$ cat config.mk
export PLATFORM = sky130hd
export DESIGN_NAME = chimera_cluster_pwr_seq_flat
export DESIGN_NICKNAME = d
export VERILOG_FILES = /design/src/rtl/chimera_cluster_pwr_seq_if.sv /design/src/rtl/chimera_cluster_pwr_seq.sv /design/src/flat_wrapper.sv
export SDC_FILE = /design/constraint.sdc
export NUM_CORES = 1
export LEC_CHECK = 0
export CAP_MARGIN = 5
export CORE_AREA = 2 2 105 107
export DETAILED_ROUTE_END_ITERATION = 10
export DIE_AREA = 0 0 107 109
export GPL_TIMING_DRIVEN = 1
export MAX_ROUTING_LAYER = met4
export PLACE_DENSITY_LB_ADDON = 0.1
export SYNTH_ARGS = -nofsm -noshare
export SYNTH_HDL_FRONTEND = slang
export SYNTH_SLANG_ARGS = --single-unit
$ cat constraint.sdc
create_clock -name clk_i -period 5.5 [get_ports clk_i]
set_input_delay 1.1 -clock clk_i [delete_from_list [all_inputs] [get_ports clk_i]]
set_output_delay 1.1 -clock clk_i [all_outputs]
set_load 0.05 [all_outputs]
$ cat src/rtl/chimera_cluster_pwr_seq_if.sv
// rtl/chimera_cluster_pwr_seq_if.sv - request/status bundle between register slave, sequencer and clusters
interface chimera_cluster_pwr_seq_if #(
    parameter int unsigned NumClusters = 5
);
    logic [NumClusters-1:0] req_on_i;
    logic [NumClusters-1:0] req_off_i;
    logic [NumClusters-1:0] cluster_busy_i;
    logic [NumClusters-1:0] clu_clk_en_o;
    logic [NumClusters-1:0] clu_rst_no;
    logic [NumClusters-1:0] clu_wake_o;
    logic [NumClusters-1:0] clu_on_o;
    logic                   seq_busy_o;

    modport master (
        output req_on_i, req_off_i, cluster_busy_i,
        input  clu_clk_en_o, clu_rst_no, clu_wake_o, clu_on_o, seq_busy_o
    );

    modport slave (
        input  req_on_i, req_off_i, cluster_busy_i,
        output clu_clk_en_o, clu_rst_no, clu_wake_o, clu_on_o, seq_busy_o
    );
endinterface

$ cat src/rtl/chimera_cluster_pwr_seq.sv
// rtl/chimera_cluster_pwr_seq.sv - round-robin power sequencer for the Snitch clusters
// One cluster at a time: clock on, settle, release reset, wake; or drain, reset, gate clock.
module chimera_cluster_pwr_seq #(
    parameter int unsigned NumClusters     = 5,
    parameter int unsigned ClkSettleCycles = 4,
    parameter int unsigned RstHoldCycles   = 8
) (
    input  logic                          clk_i,
    input  logic                          rst_ni,
    chimera_cluster_pwr_seq_if.slave      io_seq
);
    localparam int unsigned MaxHold = (ClkSettleCycles > RstHoldCycles) ? ClkSettleCycles : RstHoldCycles;
    localparam int unsigned CntW    = $clog2(MaxHold + 1);
    localparam int unsigned IdxW    = (NumClusters > 1) ? $clog2(NumClusters) : 1;
    localparam logic [CntW-1:0] CntSettle = CntW'(ClkSettleCycles);
    localparam logic [CntW-1:0] CntHold   = CntW'(RstHoldCycles);
    localparam logic [IdxW-1:0] LastIdx   = IdxW'(NumClusters - 1);

    localparam logic [2:0] IDLE     = 3'd0;
    localparam logic [2:0] UP_CLK   = 3'd1;
    localparam logic [2:0] UP_RST   = 3'd2;
    localparam logic [2:0] UP_WAKE  = 3'd3;
    localparam logic [2:0] DN_DRAIN = 3'd4;
    localparam logic [2:0] DN_RST   = 3'd5;
    localparam logic [2:0] DN_CLK   = 3'd6;

    logic [2:0]             r_state, w_state_nxt;
    logic [CntW-1:0]        r_cnt;
    logic [IdxW-1:0]        r_act, r_ptr, w_grant, w_cand;
    logic                   w_grant_vld, w_grant_go, w_grant_up, w_cnt_done;
    logic [NumClusters-1:0] r_pend_on, r_pend_off, w_eligible, w_act_mask;
    logic [NumClusters-1:0] r_clk_en, r_rst_n, r_wake, r_on;
    logic                   r_seq_busy;

    assign w_eligible = r_pend_on | r_pend_off;
    assign w_cnt_done = (r_cnt == CntW'(1));
    assign w_grant_go = w_grant_vld && (r_state == IDLE);
    assign w_grant_up = r_pend_on[w_grant];

    // First eligible index at or above the pointer, wrapping around.
    always_comb begin
        w_grant_vld = 1'b0;
        w_grant     = '0;
        w_cand      = '0;
        for (int k = 0; k < int'(NumClusters); k++) begin
            w_cand = IdxW'((int'(r_ptr) + k) % int'(NumClusters));
            if (!w_grant_vld && w_eligible[w_cand]) begin
                w_grant_vld = 1'b1;
                w_grant     = w_cand;
            end
        end
    end

    // The cluster being granted this cycle is already treated as active.
    always_comb begin
        w_act_mask = '0;
        if (r_state != IDLE)
            w_act_mask[r_act] = 1'b1;
        else if (w_grant_go)
            w_act_mask[w_grant] = 1'b1;
    end

    always_comb begin
        w_state_nxt = r_state;
        case (r_state)
            IDLE:     if (w_grant_go) w_state_nxt = w_grant_up ? UP_CLK : DN_DRAIN;
            UP_CLK:   if (w_cnt_done) w_state_nxt = UP_RST;
            UP_RST:   if (w_cnt_done) w_state_nxt = UP_WAKE;
            UP_WAKE:  w_state_nxt = IDLE;
            DN_DRAIN: if (!io_seq.cluster_busy_i[r_act]) w_state_nxt = DN_RST;
            DN_RST:   if (w_cnt_done) w_state_nxt = DN_CLK;
            DN_CLK:   w_state_nxt = IDLE;
            default:  w_state_nxt = IDLE;
        endcase
    end

    always_ff @(posedge clk_i or negedge rst_ni) begin
        if (!rst_ni) begin
            r_state    <= IDLE;
            r_cnt      <= '0;
            r_act      <= '0;
            r_ptr      <= '0;
            r_pend_on  <= '0;
            r_pend_off <= '0;
            r_clk_en   <= '0;
            r_rst_n    <= '0;
            r_wake     <= '0;
            r_on       <= '0;
            r_seq_busy <= 1'b0;
        end else begin
            r_state    <= w_state_nxt;
            r_seq_busy <= (w_state_nxt != IDLE);
            r_wake     <= '0;
            if (r_cnt != '0)
                r_cnt <= r_cnt - 1'b1;
            for (int i = 0; i < int'(NumClusters); i++) begin
                if (!w_act_mask[i]) begin
                    if (io_seq.req_on_i[i] && !r_on[i])
                        r_pend_on[i] <= 1'b1;
                    else if (io_seq.req_off_i[i] && r_on[i])
                        r_pend_off[i] <= 1'b1;
                end
            end
            case (r_state)
                IDLE: if (w_grant_go) begin
                    r_act               <= w_grant;
                    r_ptr               <= (w_grant == LastIdx) ? '0 : w_grant + 1'b1;
                    r_pend_on[w_grant]  <= 1'b0;
                    r_pend_off[w_grant] <= 1'b0;
                    if (w_grant_up) begin
                        r_clk_en[w_grant] <= 1'b1;
                        r_cnt             <= CntSettle;
                    end
                end
                UP_CLK: if (w_cnt_done) begin
                    r_rst_n[r_act] <= 1'b1;
                    r_cnt          <= CntHold;
                end
                UP_RST:  if (w_cnt_done) r_wake[r_act] <= 1'b1;
                UP_WAKE: r_on[r_act] <= 1'b1;
                // Reset is asserted with the clock still running so the cluster resets cleanly.
                DN_DRAIN: if (!io_seq.cluster_busy_i[r_act]) begin
                    r_rst_n[r_act] <= 1'b0;
                    r_cnt          <= CntHold;
                end
                DN_RST: if (w_cnt_done) begin
                    r_clk_en[r_act] <= 1'b0;
                    r_on[r_act]     <= 1'b0;
                end
                default: ;
            endcase
        end
    end

    assign io_seq.clu_clk_en_o = r_clk_en;
    assign io_seq.clu_rst_no   = r_rst_n;
    assign io_seq.clu_wake_o   = r_wake;
    assign io_seq.clu_on_o     = r_on;
    assign io_seq.seq_busy_o   = r_seq_busy;
endmodule
$ cat src/flat_wrapper.sv
// flat-port wrapper written by rule: the top's interface ports become plain ports
module chimera_cluster_pwr_seq_flat 
#(
    parameter int unsigned NumClusters     = 5,
    parameter int unsigned ClkSettleCycles = 4,
    parameter int unsigned RstHoldCycles   = 8
)
  (clk_i, rst_ni, io_seq_req_on_i, io_seq_req_off_i, io_seq_cluster_busy_i, io_seq_clu_clk_en_o, io_seq_clu_rst_no, io_seq_clu_wake_o, io_seq_clu_on_o, io_seq_seq_busy_o);
  chimera_cluster_pwr_seq_if #(.NumClusters(NumClusters)) io_seq_i ();
  input  logic clk_i;
  input  logic rst_ni;
  input wire logic [$bits(io_seq_i.req_on_i)-1:0] io_seq_req_on_i;
  input wire logic [$bits(io_seq_i.req_off_i)-1:0] io_seq_req_off_i;
  input wire logic [$bits(io_seq_i.cluster_busy_i)-1:0] io_seq_cluster_busy_i;
  output wire logic [$bits(io_seq_i.clu_clk_en_o)-1:0] io_seq_clu_clk_en_o;
  output wire logic [$bits(io_seq_i.clu_rst_no)-1:0] io_seq_clu_rst_no;
  output wire logic [$bits(io_seq_i.clu_wake_o)-1:0] io_seq_clu_wake_o;
  output wire logic [$bits(io_seq_i.clu_on_o)-1:0] io_seq_clu_on_o;
  output wire logic [$bits(io_seq_i.seq_busy_o)-1:0] io_seq_seq_busy_o;
  assign io_seq_i.req_on_i = io_seq_req_on_i;
  assign io_seq_i.req_off_i = io_seq_req_off_i;
  assign io_seq_i.cluster_busy_i = io_seq_cluster_busy_i;
  assign io_seq_clu_clk_en_o = io_seq_i.clu_clk_en_o;
  assign io_seq_clu_rst_no = io_seq_i.clu_rst_no;
  assign io_seq_clu_wake_o = io_seq_i.clu_wake_o;
  assign io_seq_clu_on_o = io_seq_i.clu_on_o;
  assign io_seq_seq_busy_o = io_seq_i.seq_busy_o;
  chimera_cluster_pwr_seq #(.NumClusters(NumClusters), .ClkSettleCycles(ClkSettleCycles), .RstHoldCycles(RstHoldCycles)) u_core (.clk_i(clk_i), .rst_ni(rst_ni), .io_seq(io_seq_i));
endmodule
==> results of run 1 <==
## stage by stage
step	area (µm²)	util	worst slack, ps
after floorplan	4104	-	527.4
after global placement	4584	0.4324	526.5
after detailed placement	4584	0.4324	294.2
after CTS	4706	0.4438	269.9
after global routing	4707	0.4439	14.49
final	4707	0.4439	461.0
## Yosys cell counts, drive strengths merged, types with 3 or more instances
library cell	number	area (µm²)
nand3	17	90.09
ha	25	312.8
nor2b	5	31.28
inv	22	82.58
a32o	3	30.03
o211ai	5	37.54
mux2	3	37.53
mux2i	12	120.1
o21a	6	45.04
a311oi	3	32.53
nor3	20	100.1
o22ai	3	18.77
a21o	4	30.03
nand2	40	150.1
or3b	4	37.54
or2	3	18.77
nor4	7	80.07
buf	9	56.30
dfrtp	44	1101
o41ai	5	51.30
o21ai	27	135.1
nor2	63	246.5
o32ai	3	45.05
a21boi	4	33.78
a31oi	18	112.6
o31ai	4	30.03
o22a	3	26.28
xnor2	5	51.30
or3	9	56.30
a211o	3	26.28
a21oi	23	130.1
a211oi	7	62.56
clkbuf	15	56.30
nand4	5	31.28
nand2b	7	43.79
nor3b	9	72.57
## logic make-up (layout without fill, tap and decap cells)
| kind of cell | Yosys count | after routing | synth area share |
|---|---|---|---|
| compound gates | 144 | 144 | 0.2750 |
| buf+inv | 47 | 75 | 0.04847 |
| xor+xnor | 6 | 6 | 0.01463 |
| simple gates | 203 | 203 | 0.2631 |
| flops | 44 | 44 | 0.2683 |
| mux | 17 | 17 | 0.04939 |
| fa+ha+maj | 26 | 26 | 0.08110 |
## worst max-delay path by stage
| stage | from | end | slack, ps | cells past startpoint |
|---|---|---|---|---|
| after floorplan | u_core.r_ptr[1]$_DFFE_PN0P_ | u_core.r_cnt[2]$_DFF_PN0_ | 530 | 19 |
| after global placement | u_core.r_ptr[1]$_DFFE_PN0P_ | u_core.r_cnt[2]$_DFF_PN0_ | 530 | 18 |
| after detailed placement | u_core.r_ptr[1]$_DFFE_PN0P_ | u_core.r_cnt[2]$_DFF_PN0_ | 290 | 18 |
| after CTS | u_core.r_ptr[1]$_DFFE_PN0P_ | u_core.r_cnt[2]$_DFF_PN0_ | 270 | 18 |
| after global routing | u_core.r_ptr[1]$_DFFE_PN0P_ | u_core.r_cnt[2]$_DFF_PN0_ | 10 | 18 |
| final | u_core.r_ptr[1]$_DFFE_PN0P_ | u_core.r_cnt[2]$_DFF_PN0_ | 460 | 18 |
## what timing repair did
action / CTS / global route
endpoints found under the setup margin: 0 / 15
hold endpoints to repair: 0 / 0
gates resized for setup: 0 / 1
## final cells by class
cell class | instances | area [µm²] | share of cell area
multi-input cells | 396 | 2804 | 0.5957
flip-flops and latches | 44 | 1102 | 0.2342
repair buffers | 44 | 417.9 | 0.08878
well taps | 140 | 175.2 | 0.03721
inverters | 23 | 86.33 | 0.01834
clock buffers | 6 | 82.58 | 0.01754
clock inverters | 2 | 38.79 | 0.008240
## per-layer routing
| layer | up-vias | global-route usage |
|---|---|---|
| met5 | - | - |
| met4 | 0 | 0.07143 |
| met3 | 24 | 0.01973 |
| met2 | 103 | 0.3635 |
| met1 | 1803 | 0.2710 |
| li1 | 1872 | - |
## worst min-delay path, delay by kind of cell (launching register included)
kind	cells	cell delay, ps
DFF	1	350
and+or+nand+nor	1	70
AOI/OAI and AO/OA	1	40
==> qor.yml, run 1 <==
outcome: "finished, final reports clean"
required_ps: 5700
dieArea_um2: 11660
period_share: 0.9162
cts_hold_buf: 0
n_antenna_cell: 0
routedWlPerCell_um: 17.88
finalMaxSlewViolations: 0
synth_edf_count: 0
skew_ps: 6.277
slowest_stage: "dfrtp_2"
grt_antenna_before_repair: 0
via_per_inst: 5.805
hpwl_mm: 9.031
die_x_um: 107
clock_latency_ps: 300
postSynthNetCount: 530
met1_length_mm: 5.281
holdPathStages: 2
clkTransAtPathRegs_ps: 90
drtPass1Iterations: 5
rows: 38
yosys_warnings: 0
nFillCells: 1046
drcViolationCount: 0
nNetsFinal: 557
h-tree-depth: 2
grt_max_degree: 45
ios: 38
grt_pass1_vias: 3708
reg2reg_slack_ps: 460
cts_root_buf: "clkbuf_8"
wl_mm: 11.71
ys_ff_latch: 44
top_layer: "met4"
crit_type: "flip-flop to flip-flop"
ant_nets: 0
cts_buffer_depth: 2
worstPathArrival_ps: 5230
dp_cells: 647
place_congestion: 0.9295
numPortBuffers: 37
r2r_cells: 18
core_um2: 10600
vias: 3802
crit_path_end_kind: "flip-flop"
initial_core_util: 0.3871
cp-start-kind: "flip-flop"
path_cells: "inv_1 -> ha_1 -> xnor2_2 -> inv_2 -> ha_1 -> nor3b_1 -> a22oi_1 -> nand2_1 -> ha_1 -> nor2b_1 -> o32ai_4 -> mux2i_1 -> a2bb2oi_2 -> mux2i_1 -> a221oi_4 -> and4_1 -> a2111o_1 -> a32o_1"
syn_area_um2: 4104
slowest_delay_ps: 520
grt_pass1_wl_mm: 19.20
area_delta_synth_final_pct: 14.70
hold_violations: 0
finalCriticalPeriod_ps: 5039
r2r_end: "u_core.r_cnt[2]$_DFF_PN0_"
critPathMaxFanout: 14
hold_ws_ps: 503.4
die_h_um: 109
synth.avg_cell_area_um2: 8.427
wl_met3_um: 375
cp_num_buf_inv: 2
syn_inst: 487
drive_above_1_share: 0.1146
final-setup-viol-count: 0
post_cts.repair.setup_buffers: 0
cp_top_family: "compound AO/OA/AOI/OAI gates"
ys_types: 92
clkSinkCount: 44
hp-class: "flip-flop to flip-flop"
tightest_slew_ps: 1000
cts_buffers: 5
ys_seq_area_frac: 0.2683
rsz0062_at_grt: "no"
met2WireLength_mm: 5.726
cp_common_cell: "ha_1"
max-slew-margin-rel: 0.3330
worstHoldStart: "u_core.r_pend_off[4]$_DFF_PN0_"
grt_usage: 0.2145
drt_iter0_drc: 202
synth-main-ff-cell: "dfrtp_1"
final_cell_mix: "nor2_1, dfrtp_1, nand2_1"
cts_tree: "yes"
ys_async_sr_fraction: 1.000
overflow: 0
setup-tns-final_ps: 0
worstReg2RegStart: "u_core.r_ptr[1]$_DFFE_PN0P_"
maxCapViolCount: 0
layout_commonest_cell: "nor2_1"
fmax_mhz: 198.5
stdcell_count: 655
worstHoldEndpoint: "u_core.r_pend_off[4]$_DFF_PN0_"
Power of run 1 is left out: the tool's default activity adds up to more than one toggle a clock period on the data nets, which glitch-free logic cannot reach.
==> run 2, diff against run 1 <==
GPL_TIMING_DRIVEN = not set   (was 1)
clock period = 5.4 ns   (was 5.5 ns; I/O delays follow)
==> run 2 against run 1 <==
Worst setup slack gained 60 ps; via count grew 0.47%; clock skew grew 9.7 ps; die area is the same; wire length grew 1.5%; utilization grew 0.059 points; maximum frequency grew 3.3%; critical endpoint unchanged; design area grew 0.13%; global-route usage grew 0.40 points; register-to-register slack gained 60 ps; sequential cell count is the same; cell count grew 0.15%.
==> qor.yml, run 2 (synthesis results as in run 1) <==
outcome: "finished, final reports clean"  # unchanged
clkSinkCount: 44  # unchanged
via_per_inst: 5.823  # was 5.805
maxCapViolCount: 0  # unchanged
worstHoldStart: "u_core.r_pend_off[4]$_DFF_PN0_"  # unchanged
post_cts.repair.setup_buffers: 0  # unchanged
hpwl_mm: 9.099  # was 9.031 mm
grt_antenna_before_repair: 0  # unchanged
ios: 38  # unchanged
place_congestion: 0.9145  # was 0.9295
stdcell_count: 656  # was 655
grt_pass1_wl_mm: 19.57  # was 19.20 mm
cts_root_buf: "clkbuf_8"  # unchanged
dpl_worst_slack_ps: 566.2  # was 294.2 ps
fmax_mhz: 204.9  # was 198.5 MHz
finalCriticalPeriod_ps: 4879  # was 5039 ps
cts_buffers: 5  # unchanged
overflow: 0  # unchanged
fin_area_um2: 4713  # was 4707 µm²
clock_latency_ps: 310  # was 300 ps
crit_path_end: "u_core.r_cnt[2]$_DFF_PN0_"  # unchanged
r2r_cells: 18  # unchanged
area_delta_synth_final_pct: 14.85  # was 14.70%
hold_violations: 0  # unchanged
layout_commonest_cell: "nor2_1"  # unchanged
worstReg2RegStart: "u_core.r_ptr[1]$_DFFE_PN0P_"  # unchanged
nFillCells: 1059  # was 1,046
final_cell_mix: "nor2_1, dfrtp_1, nand2_1"  # unchanged
finalMaxSlewViolations: 0  # unchanged
clkTransAtPathRegs_ps: 100  # was 90 ps
cp-start-kind: "flip-flop"  # unchanged
crit_path_end_kind: "flip-flop"  # unchanged
n_antenna_cell: 0  # unchanged
fin_ws_ps: 520.7  # was 461.0 ps
initial_core_util: 0.3871  # unchanged
tightest_slew_ps: 1019  # was 1000 ps
cts_hold_buf: 0  # unchanged
max-slew-margin-rel: 0.3209  # was 0.3330
worstPathArrival_ps: 5070  # was 5230 ps
dp_cells: 648  # was 647
h-tree-depth: 2  # unchanged
drt_iter0_drc: 171  # was 202
cts_tree: "yes"  # unchanged
critPathMaxFanout: 9  # was 14
reg2reg_slack_ps: 520  # was 460 ps
grt_max_degree: 45  # unchanged
r2r_end: "u_core.r_cnt[2]$_DFF_PN0_"  # unchanged
drcViolationCount: 0  # unchanged
wl_mm: 11.88  # was 11.71 mm
core_um2: 10600  # unchanged
dieArea_um2: 11660  # unchanged
setup-tns-final_ps: 0  # unchanged
skew_ps: 15.95  # was 6.277 ps
vias: 3820  # was 3,802
rsz0062_at_grt: "no"  # unchanged
hp-class: "flip-flop to flip-flop"  # unchanged
cts_buffer_depth: 2  # unchanged
nNetsFinal: 558  # was 557
grt_usage: 0.2185  # was 0.2145
period_share: 0.9036  # was 0.9162
post_cts_resized: 0  # unchanged
rows: 38  # unchanged
drtPass1Iterations: 5  # unchanged
ant_nets: 0  # unchanged
grt_pass1_vias: 3713  # was 3,708
final-setup-viol-count: 0  # unchanged
drive_above_1_share: 0.1143  # was 0.1146
place_area_um2: 4592  # was 4584 µm²
critPathLaunch: "u_core.r_ptr[1]$_DFFE_PN0P_"  # unchanged
required_ps: 5590  # was 5700 ps
routedWlPerCell_um: 18.11  # was 17.88 µm
die_h_um: 109  # unchanged
numPortBuffers: 37  # unchanged
crit_type: "flip-flop to flip-flop"  # unchanged
die_x_um: 107  # unchanged
==> run 2: changes by cell type in the layout (fill, tap and decap cells not counted) <==
| cell | delta |
|---|---|
| buf_4 | +1 |
| dfrtp_1 | +1 |
| dfrtp_2 | -1 |
==> run 2: final cells by class <==
| type | instances | area (µm²) | area share |
|---|---|---|---|
| clock buffers | 6 | 82.58 | 0.01752 |
| clock inverters | 2 | 38.79 | 0.008229 |
| inverters | 23 | 86.33 | 0.01832 |
| multi-input cells | 396 | 2804 | 0.5949 |
| flip-flops and latches | 44 | 1101 | 0.2336 |
| well taps | 140 | 175.2 | 0.03716 |
| repair buffers | 45 | 425.4 | 0.09026 |
==> run 2: worst min-delay path by stage <==
| stage | cells past startpoint | end | slack (ps) |
|---|---|---|---|
| global route | 2 | u_core.r_pend_off[4]$_DFF_PN0_ | 520 |
| global placement | 2 | u_core.r_pend_off[4]$_DFF_PN0_ | 480 |
| detailed placement | 2 | u_core.r_pend_off[4]$_DFF_PN0_ | 490 |
| CTS | 2 | u_core.r_pend_off[4]$_DFF_PN0_ | 510 |
| finish | 2 | u_core.r_pend_off[4]$_DFF_PN0_ | 500 |
| floorplan | 2 | u_core.r_pend_off[4]$_DFF_PN0_ | 460 |
==> run 2: through the flow <==
step                utilization  hold WS, ps
detailed placement       0.4331        485.6
finish                   0.4445        499.4
floorplan                     -        455.2
global placement         0.4331        480.4
global route             0.4445        520.0
CTS                      0.4445        505.1
==> run 2: worst max-delay path, stage by stage, from the launching register on <==
cell       delay (ps)
dfrtp_1           390
inv_1             230
ha_1              270
xnor2_2           110
inv_2             150
ha_1              240
nor3b_1            70
a22oi_1           290
nand2_1           160
ha_1              240
nor2b_1           160
o32ai_4           380
mux2i_1           320
a2bb2oi_2         240
mux2i_1           310
a221oi_4          150
and4_1            260
a2111o_1          490
a32o_1            280
==> run 2: layer usage <==
metal  global-route usage  share of wire
met5                    -              0
met1               0.2757           0.47
met3              0.02212          0.027
met4              0.07328          0.022
met2               0.3690           0.48
Power of run 2 is left out for the same reason.
